[config.mk]
export PLATFORM = sky130hd
export DESIGN_NAME = control_execute_stage_flat
export DESIGN_NICKNAME = d
export VERILOG_FILES = /design/src/rtl/control_execute_stage_if.sv /design/src/rtl/control_execute_stage.sv /design/src/flat_wrapper.sv
export SDC_FILE = /design/constraint.sdc
export NUM_CORES = 1
export LEC_CHECK = 0
export ABC_AREA = 0
export CAP_MARGIN = 20
export CORE_ASPECT_RATIO = 1.2
export CORE_MARGIN = 2
export CORE_UTILIZATION = 48
export CTS_CLUSTER_SIZE = 10
export DETAILED_ROUTE_END_ITERATION = 12
export HOLD_SLACK_MARGIN = 0.08
export MAX_ROUTING_LAYER = met4
export PLACE_DENSITY = 0.85
export SLEW_MARGIN = 20
export SYNTH_ARGS = -nofsm -noshare
export SYNTH_HDL_FRONTEND = slang
export SYNTH_SLANG_ARGS = --single-unit
[constraint.sdc]
create_clock -name clock -period 0.8 [get_ports clock]
set_input_delay 0.12 -clock clock [delete_from_list [all_inputs] [get_ports clock]]
set_output_delay 0.12 -clock clock [all_outputs]
set_load 0.03 [all_outputs]
[src/rtl/control_execute_stage_if.sv]
// Bundled decode/ID-EX/forwarding/EX-MEM signals between the pipeline control
// logic (master) and the decoder + execute stage (slave).
interface control_execute_stage_if #(
  parameter int DATA_W = 16,
  parameter int REG_AW = 3
);
  logic [3:0]        opcode;
  logic [8:0]        ctrl;
  logic [8:0]        ex_ctrl;
  logic [DATA_W-1:0] pc4;
  logic [DATA_W-1:0] rdata1;
  logic [DATA_W-1:0] rdata2;
  logic [DATA_W-1:0] ext_imm;
  logic [REG_AW-1:0] rt;
  logic [REG_AW-1:0] rd;
  logic [1:0]        fwd_a;
  logic [1:0]        fwd_b;
  logic [DATA_W-1:0] fwd_mem;
  logic [DATA_W-1:0] fwd_wb;
  logic [4:0]        mem_ctrl;
  logic [DATA_W-1:0] mem_target;
  logic              mem_zero;
  logic [DATA_W-1:0] mem_alu;
  logic [DATA_W-1:0] mem_wdata;
  logic [REG_AW-1:0] mem_rd;

  modport master (
    output opcode, ex_ctrl, pc4, rdata1, rdata2, ext_imm, rt, rd,
           fwd_a, fwd_b, fwd_mem, fwd_wb,
    input  ctrl, mem_ctrl, mem_target, mem_zero, mem_alu, mem_wdata, mem_rd
  );

  modport slave (
    input  opcode, ex_ctrl, pc4, rdata1, rdata2, ext_imm, rt, rd,
           fwd_a, fwd_b, fwd_mem, fwd_wb,
    output ctrl, mem_ctrl, mem_target, mem_zero, mem_alu, mem_wdata, mem_rd
  );
endinterface

[src/rtl/control_execute_stage.sv]
// Main decoder, EX stage (forwarding, ALU, branch target, dest select) and
// EX/MEM pipeline register of the 16-bit 5-stage CPU.
module control_execute_stage #(
  parameter int DATA_W = 16,
  parameter int REG_AW = 3
) (
  input  logic                    clock,
  input  logic                    reset_n,
  control_execute_stage_if.slave  cx
);

  typedef struct packed {
    logic       regdst;
    logic       branch;
    logic       memread;
    logic       memtoreg;
    logic [1:0] aluop;
    logic       memwrite;
    logic       alusrc;
    logic       regwrite;
  } ctrl_t;

  typedef enum logic [2:0] {
    ALU_ADD, ALU_SUB, ALU_AND, ALU_OR, ALU_SLT, ALU_NOR, ALU_XOR
  } alu_op_e;

  ctrl_t             w_ctrl;
  ctrl_t             w_ex;
  alu_op_e           w_alu_op;
  logic [DATA_W-1:0] w_op_a;
  logic [DATA_W-1:0] w_fwd_b;
  logic [DATA_W-1:0] w_op_b;
  logic [DATA_W-1:0] w_alu;
  logic [DATA_W-1:0] w_target;
  logic [REG_AW-1:0] w_dest;

  logic [4:0]        r_mem_ctrl;
  logic [DATA_W-1:0] r_mem_target;
  logic              r_mem_zero;
  logic [DATA_W-1:0] r_mem_alu;
  logic [DATA_W-1:0] r_mem_wdata;
  logic [REG_AW-1:0] r_mem_rd;

  // NOTE: every always_comb output gets a default first so no path leaves it
  // unassigned, which would otherwise infer a latch.
  always_comb begin
    w_ctrl = '0;
    case (cx.opcode)
      4'b0000: w_ctrl = 9'b100010001;
      4'b0001: w_ctrl = 9'b001100011;
      4'b0010: w_ctrl = 9'b000000110;
      4'b0011: w_ctrl = 9'b010001000;
      4'b0100: w_ctrl = 9'b000000011;
      default: w_ctrl = '0;
    endcase
  end

  assign cx.ctrl = w_ctrl;
  assign w_ex    = ctrl_t'(cx.ex_ctrl);

  // Select 11 falls back to the register value, same as 00.
  always_comb begin
    w_op_a = cx.rdata1;
    case (cx.fwd_a)
      2'b01:   w_op_a = cx.fwd_wb;
      2'b10:   w_op_a = cx.fwd_mem;
      default: w_op_a = cx.rdata1;
    endcase
    w_fwd_b = cx.rdata2;
    case (cx.fwd_b)
      2'b01:   w_fwd_b = cx.fwd_wb;
      2'b10:   w_fwd_b = cx.fwd_mem;
      default: w_fwd_b = cx.rdata2;
    endcase
  end

  assign w_op_b = w_ex.alusrc ? cx.ext_imm : w_fwd_b;

  always_comb begin
    w_alu_op = ALU_ADD;
    case (w_ex.aluop)
      2'b01: w_alu_op = ALU_SUB;
      2'b10: begin
        case (cx.ext_imm[2:0])
          3'b001:  w_alu_op = ALU_SUB;
          3'b010:  w_alu_op = ALU_AND;
          3'b011:  w_alu_op = ALU_OR;
          3'b100:  w_alu_op = ALU_SLT;
          3'b101:  w_alu_op = ALU_NOR;
          3'b110:  w_alu_op = ALU_XOR;
          default: w_alu_op = ALU_ADD;
        endcase
      end
      default: w_alu_op = ALU_ADD;
    endcase
  end

  always_comb begin
    w_alu = '0;
    case (w_alu_op)
      ALU_SUB: w_alu = w_op_a - w_op_b;
      ALU_AND: w_alu = w_op_a & w_op_b;
      ALU_OR:  w_alu = w_op_a | w_op_b;
      ALU_SLT: w_alu = DATA_W'($signed(w_op_a) < $signed(w_op_b));
      ALU_NOR: w_alu = ~(w_op_a | w_op_b);
      ALU_XOR: w_alu = w_op_a ^ w_op_b;
      default: w_alu = w_op_a + w_op_b;
    endcase
  end

  assign w_target = cx.pc4 + {cx.ext_imm[DATA_W-2:0], 1'b0};
  assign w_dest   = w_ex.regdst ? cx.rd : cx.rt;

  // NOTE: pipeline state uses non-blocking assignments so every register
  // samples pre-edge values regardless of statement order.
  always_ff @(posedge clock or negedge reset_n) begin
    if (!reset_n) begin
      r_mem_ctrl   <= '0;
      r_mem_target <= '0;
      r_mem_zero   <= 1'b0;
      r_mem_alu    <= '0;
      r_mem_wdata  <= '0;
      r_mem_rd     <= '0;
    end else begin
      r_mem_ctrl   <= {w_ex.branch, w_ex.memread, w_ex.memwrite,
                       w_ex.memtoreg, w_ex.regwrite};
      r_mem_target <= w_target;
      r_mem_zero   <= (w_alu == '0);
      r_mem_alu    <= w_alu;
      r_mem_wdata  <= w_fwd_b;
      r_mem_rd     <= w_dest;
    end
  end

  assign cx.mem_ctrl   = r_mem_ctrl;
  assign cx.mem_target = r_mem_target;
  assign cx.mem_zero   = r_mem_zero;
  assign cx.mem_alu    = r_mem_alu;
  assign cx.mem_wdata  = r_mem_wdata;
  assign cx.mem_rd     = r_mem_rd;

endmodule

[src/flat_wrapper.sv]
// flat-port wrapper written by rule: the top's interface ports become plain ports
module control_execute_stage_flat 
#(
  parameter int DATA_W = 16,
  parameter int REG_AW = 3
)
  (clock, reset_n, cx_opcode, cx_ex_ctrl, cx_pc4, cx_rdata1, cx_rdata2, cx_ext_imm, cx_rt, cx_rd, cx_fwd_a, cx_fwd_b, cx_fwd_mem, cx_fwd_wb, cx_ctrl, cx_mem_ctrl, cx_mem_target, cx_mem_zero, cx_mem_alu, cx_mem_wdata, cx_mem_rd);
  control_execute_stage_if #(.DATA_W(DATA_W), .REG_AW(REG_AW)) cx_i ();
  input  logic clock;
  input  logic reset_n;
  input wire logic [$bits(cx_i.opcode)-1:0] cx_opcode;
  input wire logic [$bits(cx_i.ex_ctrl)-1:0] cx_ex_ctrl;
  input wire logic [$bits(cx_i.pc4)-1:0] cx_pc4;
  input wire logic [$bits(cx_i.rdata1)-1:0] cx_rdata1;
  input wire logic [$bits(cx_i.rdata2)-1:0] cx_rdata2;
  input wire logic [$bits(cx_i.ext_imm)-1:0] cx_ext_imm;
  input wire logic [$bits(cx_i.rt)-1:0] cx_rt;
  input wire logic [$bits(cx_i.rd)-1:0] cx_rd;
  input wire logic [$bits(cx_i.fwd_a)-1:0] cx_fwd_a;
  input wire logic [$bits(cx_i.fwd_b)-1:0] cx_fwd_b;
  input wire logic [$bits(cx_i.fwd_mem)-1:0] cx_fwd_mem;
  input wire logic [$bits(cx_i.fwd_wb)-1:0] cx_fwd_wb;
  output wire logic [$bits(cx_i.ctrl)-1:0] cx_ctrl;
  output wire logic [$bits(cx_i.mem_ctrl)-1:0] cx_mem_ctrl;
  output wire logic [$bits(cx_i.mem_target)-1:0] cx_mem_target;
  output wire logic [$bits(cx_i.mem_zero)-1:0] cx_mem_zero;
  output wire logic [$bits(cx_i.mem_alu)-1:0] cx_mem_alu;
  output wire logic [$bits(cx_i.mem_wdata)-1:0] cx_mem_wdata;
  output wire logic [$bits(cx_i.mem_rd)-1:0] cx_mem_rd;
  assign cx_i.opcode = cx_opcode;
  assign cx_i.ex_ctrl = cx_ex_ctrl;
  assign cx_i.pc4 = cx_pc4;
  assign cx_i.rdata1 = cx_rdata1;
  assign cx_i.rdata2 = cx_rdata2;
  assign cx_i.ext_imm = cx_ext_imm;
  assign cx_i.rt = cx_rt;
  assign cx_i.rd = cx_rd;
  assign cx_i.fwd_a = cx_fwd_a;
  assign cx_i.fwd_b = cx_fwd_b;
  assign cx_i.fwd_mem = cx_fwd_mem;
  assign cx_i.fwd_wb = cx_fwd_wb;
  assign cx_ctrl = cx_i.ctrl;
  assign cx_mem_ctrl = cx_i.mem_ctrl;
  assign cx_mem_target = cx_i.mem_target;
  assign cx_mem_zero = cx_i.mem_zero;
  assign cx_mem_alu = cx_i.mem_alu;
  assign cx_mem_wdata = cx_i.mem_wdata;
  assign cx_mem_rd = cx_i.mem_rd;
  control_execute_stage #(.DATA_W(DATA_W), .REG_AW(REG_AW)) u_core (.clock(clock), .reset_n(reset_n), .cx(cx_i));
endmodule
==> impl_results.md, run 1 <==
- Synth Area in XOR/XNOR: between 2 and 2.5%
- H-tree depth: 3
- I/O pin cnt: roughly 190
- Seq/Total Area, Yosys: between 20% and 30%
- RePlAce Congestion: approximately 0.99
- Cell Area, Placed: between 9000 and 10000 um2
- Mapped Nets: 950
- Synth async-reset ratio: 100%
- Largest family of logic cells by synthesized area: compound AO/OA/AOI/OAI gates
- Status: aborted with a tool error
- Die Wd: approximately 110 um
- Number of synthesized register bits: 57
- Final HPWL DP: slightly above 20 mm
- Tool error: [ERROR GRT-0116] Global routing finished with congestion. Check the congestion regions in the DRC Viewer.
- Chip height: 126 um
- I/O Buffers: about 190
- Simple-gate share of the synthesized area: between 10% and 20%
- Synth warn: 0
- Cells after Synth: about 750
- Compound-cell area share of the yosys netlist: slightly below 30%
- EDFF count, synth: 0
- CTS Buf Count: 9
- Root buf cell: clkbuf_16
- Total gr overflow: 137
- Cell area after synthesis: slightly below 6000 um2
- Largest net degree at the start of global routing: slightly below 60
- FP Rows: 44
- CTS sink cnt: 57
- Portion of netlist area occupied by mux cells: approximately 1.9%
- Number of global-route vias before repair: 11500
- Failing step: 5_1_grt
- Starting Density: roughly half
- Top FF cell, synth: dfrtp_1
- First-pass GRT wire length: between 70 and 80 mm
- Post-Synth Adder-Cell Area: around 16%
- GRT Overall Usage: 75.1%
- Post-synth cell types: 75
- Longest Clk Path Bufs: 2
- Syn_area_per_cell: slightly below 8 um2
## per-layer routing
| layer | track usage, % | GRT overflow |
|---|---|---|
| met5 | - | - |
| met4 | 81.6 | 62 |
| met3 | 49.0 | 0 |
| met2 | 96.0 | 75 |
| met1 | 70.9 | 0 |
## synth_stat cells (all sizes together) (8+ instances only)
library cell | count | area share [%]
a211oi | 10 | 1.3
a21oi | 49 | 4.1
a22oi | 34 | 4.3
buf | 14 | 1.6
clkbuf | 30 | 1.9
dfrtp | 57 | 24
ha | 72 | 15
inv | 79 | 5.0
nand2 | 65 | 4.1
nand2b | 8 | 0.84
nand3 | 14 | 1.2
nor2 | 60 | 3.9
nor2b | 8 | 0.84
nor3 | 18 | 1.6
o21a | 16 | 2.0
o21ai | 49 | 4.1
xnor2 | 10 | 1.5
## stage by stage
stage                     setup WS [ns]  instances  setup TNS (ns)  util, %
after CTS                         -2.86       1370          -58.90     96.9
after detailed placement          -3.81       1311          -93.41     82.3
after global placement            -3.67       1311          -89.02     82.3
after floorplan                   -3.06        754          -45.21        -
## cells by family after synthesis
kind of cell / Yosys count
AOI/OAI and AO/OA: 253
xor gates and xnor gates: 17
adders and majority gates: 75
buffers and inverters: 123
DFF: 57
muxes: 11
and+or+nand+nor: 218
## repair_timing
| item | 4_1_cts |
|---|---|
| resized for setup | 330 |
| hold buffers | 1 |
| setup buffers | 49 |
| endpoints found under the hold margin | 57 |
| pin swaps | 102 |
| setup endpoints to repair | 114 |
==> inputs of run 2 (changes only) <==
- CORE_ASPECT_RATIO: 1.2 -> default
- CORE_UTILIZATION: 48 -> 40
- CTS_CLUSTER_SIZE: 10 -> default
- HOLD_SLACK_MARGIN: 0.08 -> default
- MAX_ROUTING_LAYER: met4 -> default
- PLACE_DENSITY: 0.85 -> default
- PLACE_DENSITY_LB_ADDON: default -> 0.15
==> run 2 against run 1 <==
The flow now finishes, with violations (setup timing); synthesized cell count did not move; synthesized area stayed put.
==> impl_results.md, run 2 <==
- EDFF count, synth: 0 (unchanged)
- Crit Path Max Fanout: 7
- Number of global-route vias before repair: just under 9000
- Synth area leader: dfrtp_1
- Nets: 1423
- Post-route ant nets: 0
- Synth async-reset ratio: 100% (unchanged)
- Slew headroom: 56.7%
- Period utilisation layout: 465%
- Post-synth cell types: 75 (unchanged)
- I/O pin cnt: 187 (unchanged)
- Drt wl/cell: 21.8 um
- Die Wd: 126 um (+19%)
- Mapped Nets: 950 (unchanged)
- Number of synthesized register bits: 57 (unchanged)
- Worst-path clk slew: 0.06 ns
- Pint: between 10000 and 15000 uW
- MaxCap Viol Count: 0
- Via count: 8367
- Synth warn: 0 (unchanged)
- GRT Overall Usage: between 30% and 40%
- Arrival time worst endpoint: ~4 ns
- First-pass GRT wire length: 45.0 mm
- Detailed router's first-iteration violation count: approximately 800
- Vias per cell: slightly below 6
- CTS tree: built
- Commonest non-fill, non-tap cell in the layout: buf_4
- FP Rows: 44 (unchanged)
- Endpoints failing hold: 0
- RePlAce Congestion: 0.933 (-5.3%)
- Violated checks: setup timing
- RSZ-0062 raised after global routing: yes
- Min setup slack post-route: -2.92 ns
- Leakage: 0.00570 uW
- Hold Crit Class: in2reg
- Top FF cell, synth: dfrtp_1
- Syn_area_per_cell: 7.91 um2 (unchanged)
- Max frequency: roughly 270 MHz
- Root buf cell: clkbuf_16
- Post-route cell area: between 10000 and 15000 um2
- Final TNS setup: -65.75 ns
- Largest net degree at the start of global routing: 30
- Power share of the clock group: about 19%
- Cell Area, Placed: 10100 um2 (+1.1%)
- Drt first pass iters: 5
- I/O Buffers: 186 (unchanged)
- Sequential fraction of design power: 17.6%
- Layout cells sized above 1: roughly half
- Starting Density: 41.1% (-8.2 points)
- Initial antenna violation count: 1
- CTS Buf Count: 9 (unchanged)
- Most frequent cells in the layout: buf_4 (266), clkdlybuf4s50_1 (98), buf_6 (95)
- Cells after Synth: 754 (unchanged)
- Status: finished, violations left
- Worst Setup Path Type: in2reg
- Minimum clock period: approximately 3.7 ns
- Post-synth top cells: inv_1 (79), ha_1 (72), nand2_1 (65)
- Final HPWL DP: 20.1 mm (-0.73%)
- Cell area after synthesis: 5970 um2 (unchanged)
- Seq/Total Area, Yosys: 23.9% (unchanged)
- Setup violators final: 113
- Chip height: 126 um (unchanged)
- Synth top area share: 23.9% (unchanged)
- Max-slew violations: 0
- CP Capture Type: register
- Combinational Power Share: between 60 and 70%
- Synth top area cells: dfrtp_1 (24%), ha_1 (15%), inv_1 (5.0%), a22oi_1 (4.3%), a21oi_1 (4.1%)
- Die footprint: 15900 um2
- # DRC: 0
- Area Overhead vs Synth: 106%
- Total gr overflow: 0
- Longest Clk Path Bufs: 2 (unchanged)
- Switch share: about 40%
- CP Launch Type: input pin
- CTS sink cnt: 57 (unchanged)
- WL final: around 31 mm
- Core ar.: 14500 um2
- H-tree depth: 3 (unchanged)
- Most common cell in the synthesized netlist: inv_1
- Psw: 8630 uW
- Max IR drop VDD: between 1000 and 1500 uV
- Hold slack: 0.177 ns
- Power Density: about 1700 nW/um2
- Worst Tran Pin Value: 0.648 ns
- Worst EP required: roughly 1.1 ns
==> run 2: cell counts after synthesis <==
Identical to the previous run, type by type.
==> run 2: what timing repair did <==
item,CTS,global route
pin swaps,88,87
hold buffers,1,0
hold endpoints to repair,57,0
buffers inserted,54,44
resized for setup,266,123
setup endpoints to repair,113,113
==> run 2: cells by family (layout without fill, tap and decap cells) <==
family	count (synthesis)	after routing	share of synthesized area (%)
fa+ha+maj	75	75	16.1
simple gates	218	218	17.8
flops	57	57	23.9
other cells	0	1	0
compound gates	253	253	29.3
mux	11	11	1.93
xor+xnor	17	17	2.50
buf+inv	123	601	8.43
==> run 2: worst paths after layout <==
check,cells past startpoint,from,to,slack (ns)
worst max-delay path,19,cx_fwd_b[0],u_core.cx.mem_zero,-2.92
worst min-delay path,2,cx_pc4[1],u_core.cx.mem_target[1],0.18
max in group asynchronous,3,reset_n,u_core.cx.mem_alu[3],0.29
min in group asynchronous,3,reset_n,u_core.cx.mem_ctrl[2],0.31
==> run 2: per-stage QoR <==
stage | instances | setup slack (ns) | power [uW] | utilization [%]
floorplan | 754 | -3.06 | 8640 | -
global route | 1417 | -3.07 | 22300 | 84.7
detailed placement | 1325 | -3.80 | 14300 | 69.4
finish | 1417 | -2.92 | 21500 | 84.7
CTS | 1389 | -2.90 | 20100 | 80.1
global placement | 1325 | -3.65 | 14100 | 69.4
==> run 2: area by class of cell <==
| class | count | area (um2) |
|---|---|---|
| fillers | 773 | 2230 |
| well taps | 184 | 230 |
| repair buffers | 506 | 4780 |
| multi-input cells | 574 | 5260 |
| diodes | 1 | 2.50 |
| clock inverters | 7 | 77.6 |
| clock buffers | 9 | 225 |
| flip-flops and latches | 57 | 1430 |
| inverters | 79 | 307 |
==> run 2: routing by layer <==
| layer | track usage (%) | part of all wire, % | vias to the layer above |
|---|---|---|---|
| li1 | - | - | 3661 |
| met1 | 38.3 | 36 | 4031 |
| met2 | 65.4 | 51 | 500 |
| met3 | 6.41 | 6.4 | 175 |
| met4 | 21.3 | 6.8 | 0 |
| met5 | 0 | 0 | - |
==> run 2: critical path, cell delays in order <==
cell	delay (ns)
buf_8	0.10
buf_4	0.13
ha_4	0.19
a22oi_1	0.24
nor2_1	0.11
a21oi_2	0.17
o21a_2	0.19
ha_4	0.22
buf_4	0.15
a211o_1	0.29
a2111o_1	0.44
buf_6	0.14
nand3b_1	0.18
a2111oi_4	0.13
o31a_1	0.30
nor3_2	0.18
o22ai_2	0.11
or4_1	0.42
nor3_2	0.16
==> run 2: power groups by stage <==
| stage | clock (uW) | combinational, uW | sequential (uW) |
|---|---|---|---|
| after global placement | 0 | 10300 | 3760 |
| after CTS | 4150 | 12100 | 3800 |
| after detailed placement | 0 | 10500 | 3790 |
| after global routing | 4260 | 14200 | 3840 |
| final | 4160 | 13600 | 3790 |
| after floorplan | 0 | 3910 | 4730 |
Note: power is estimated with default switching activity, not from simulation.
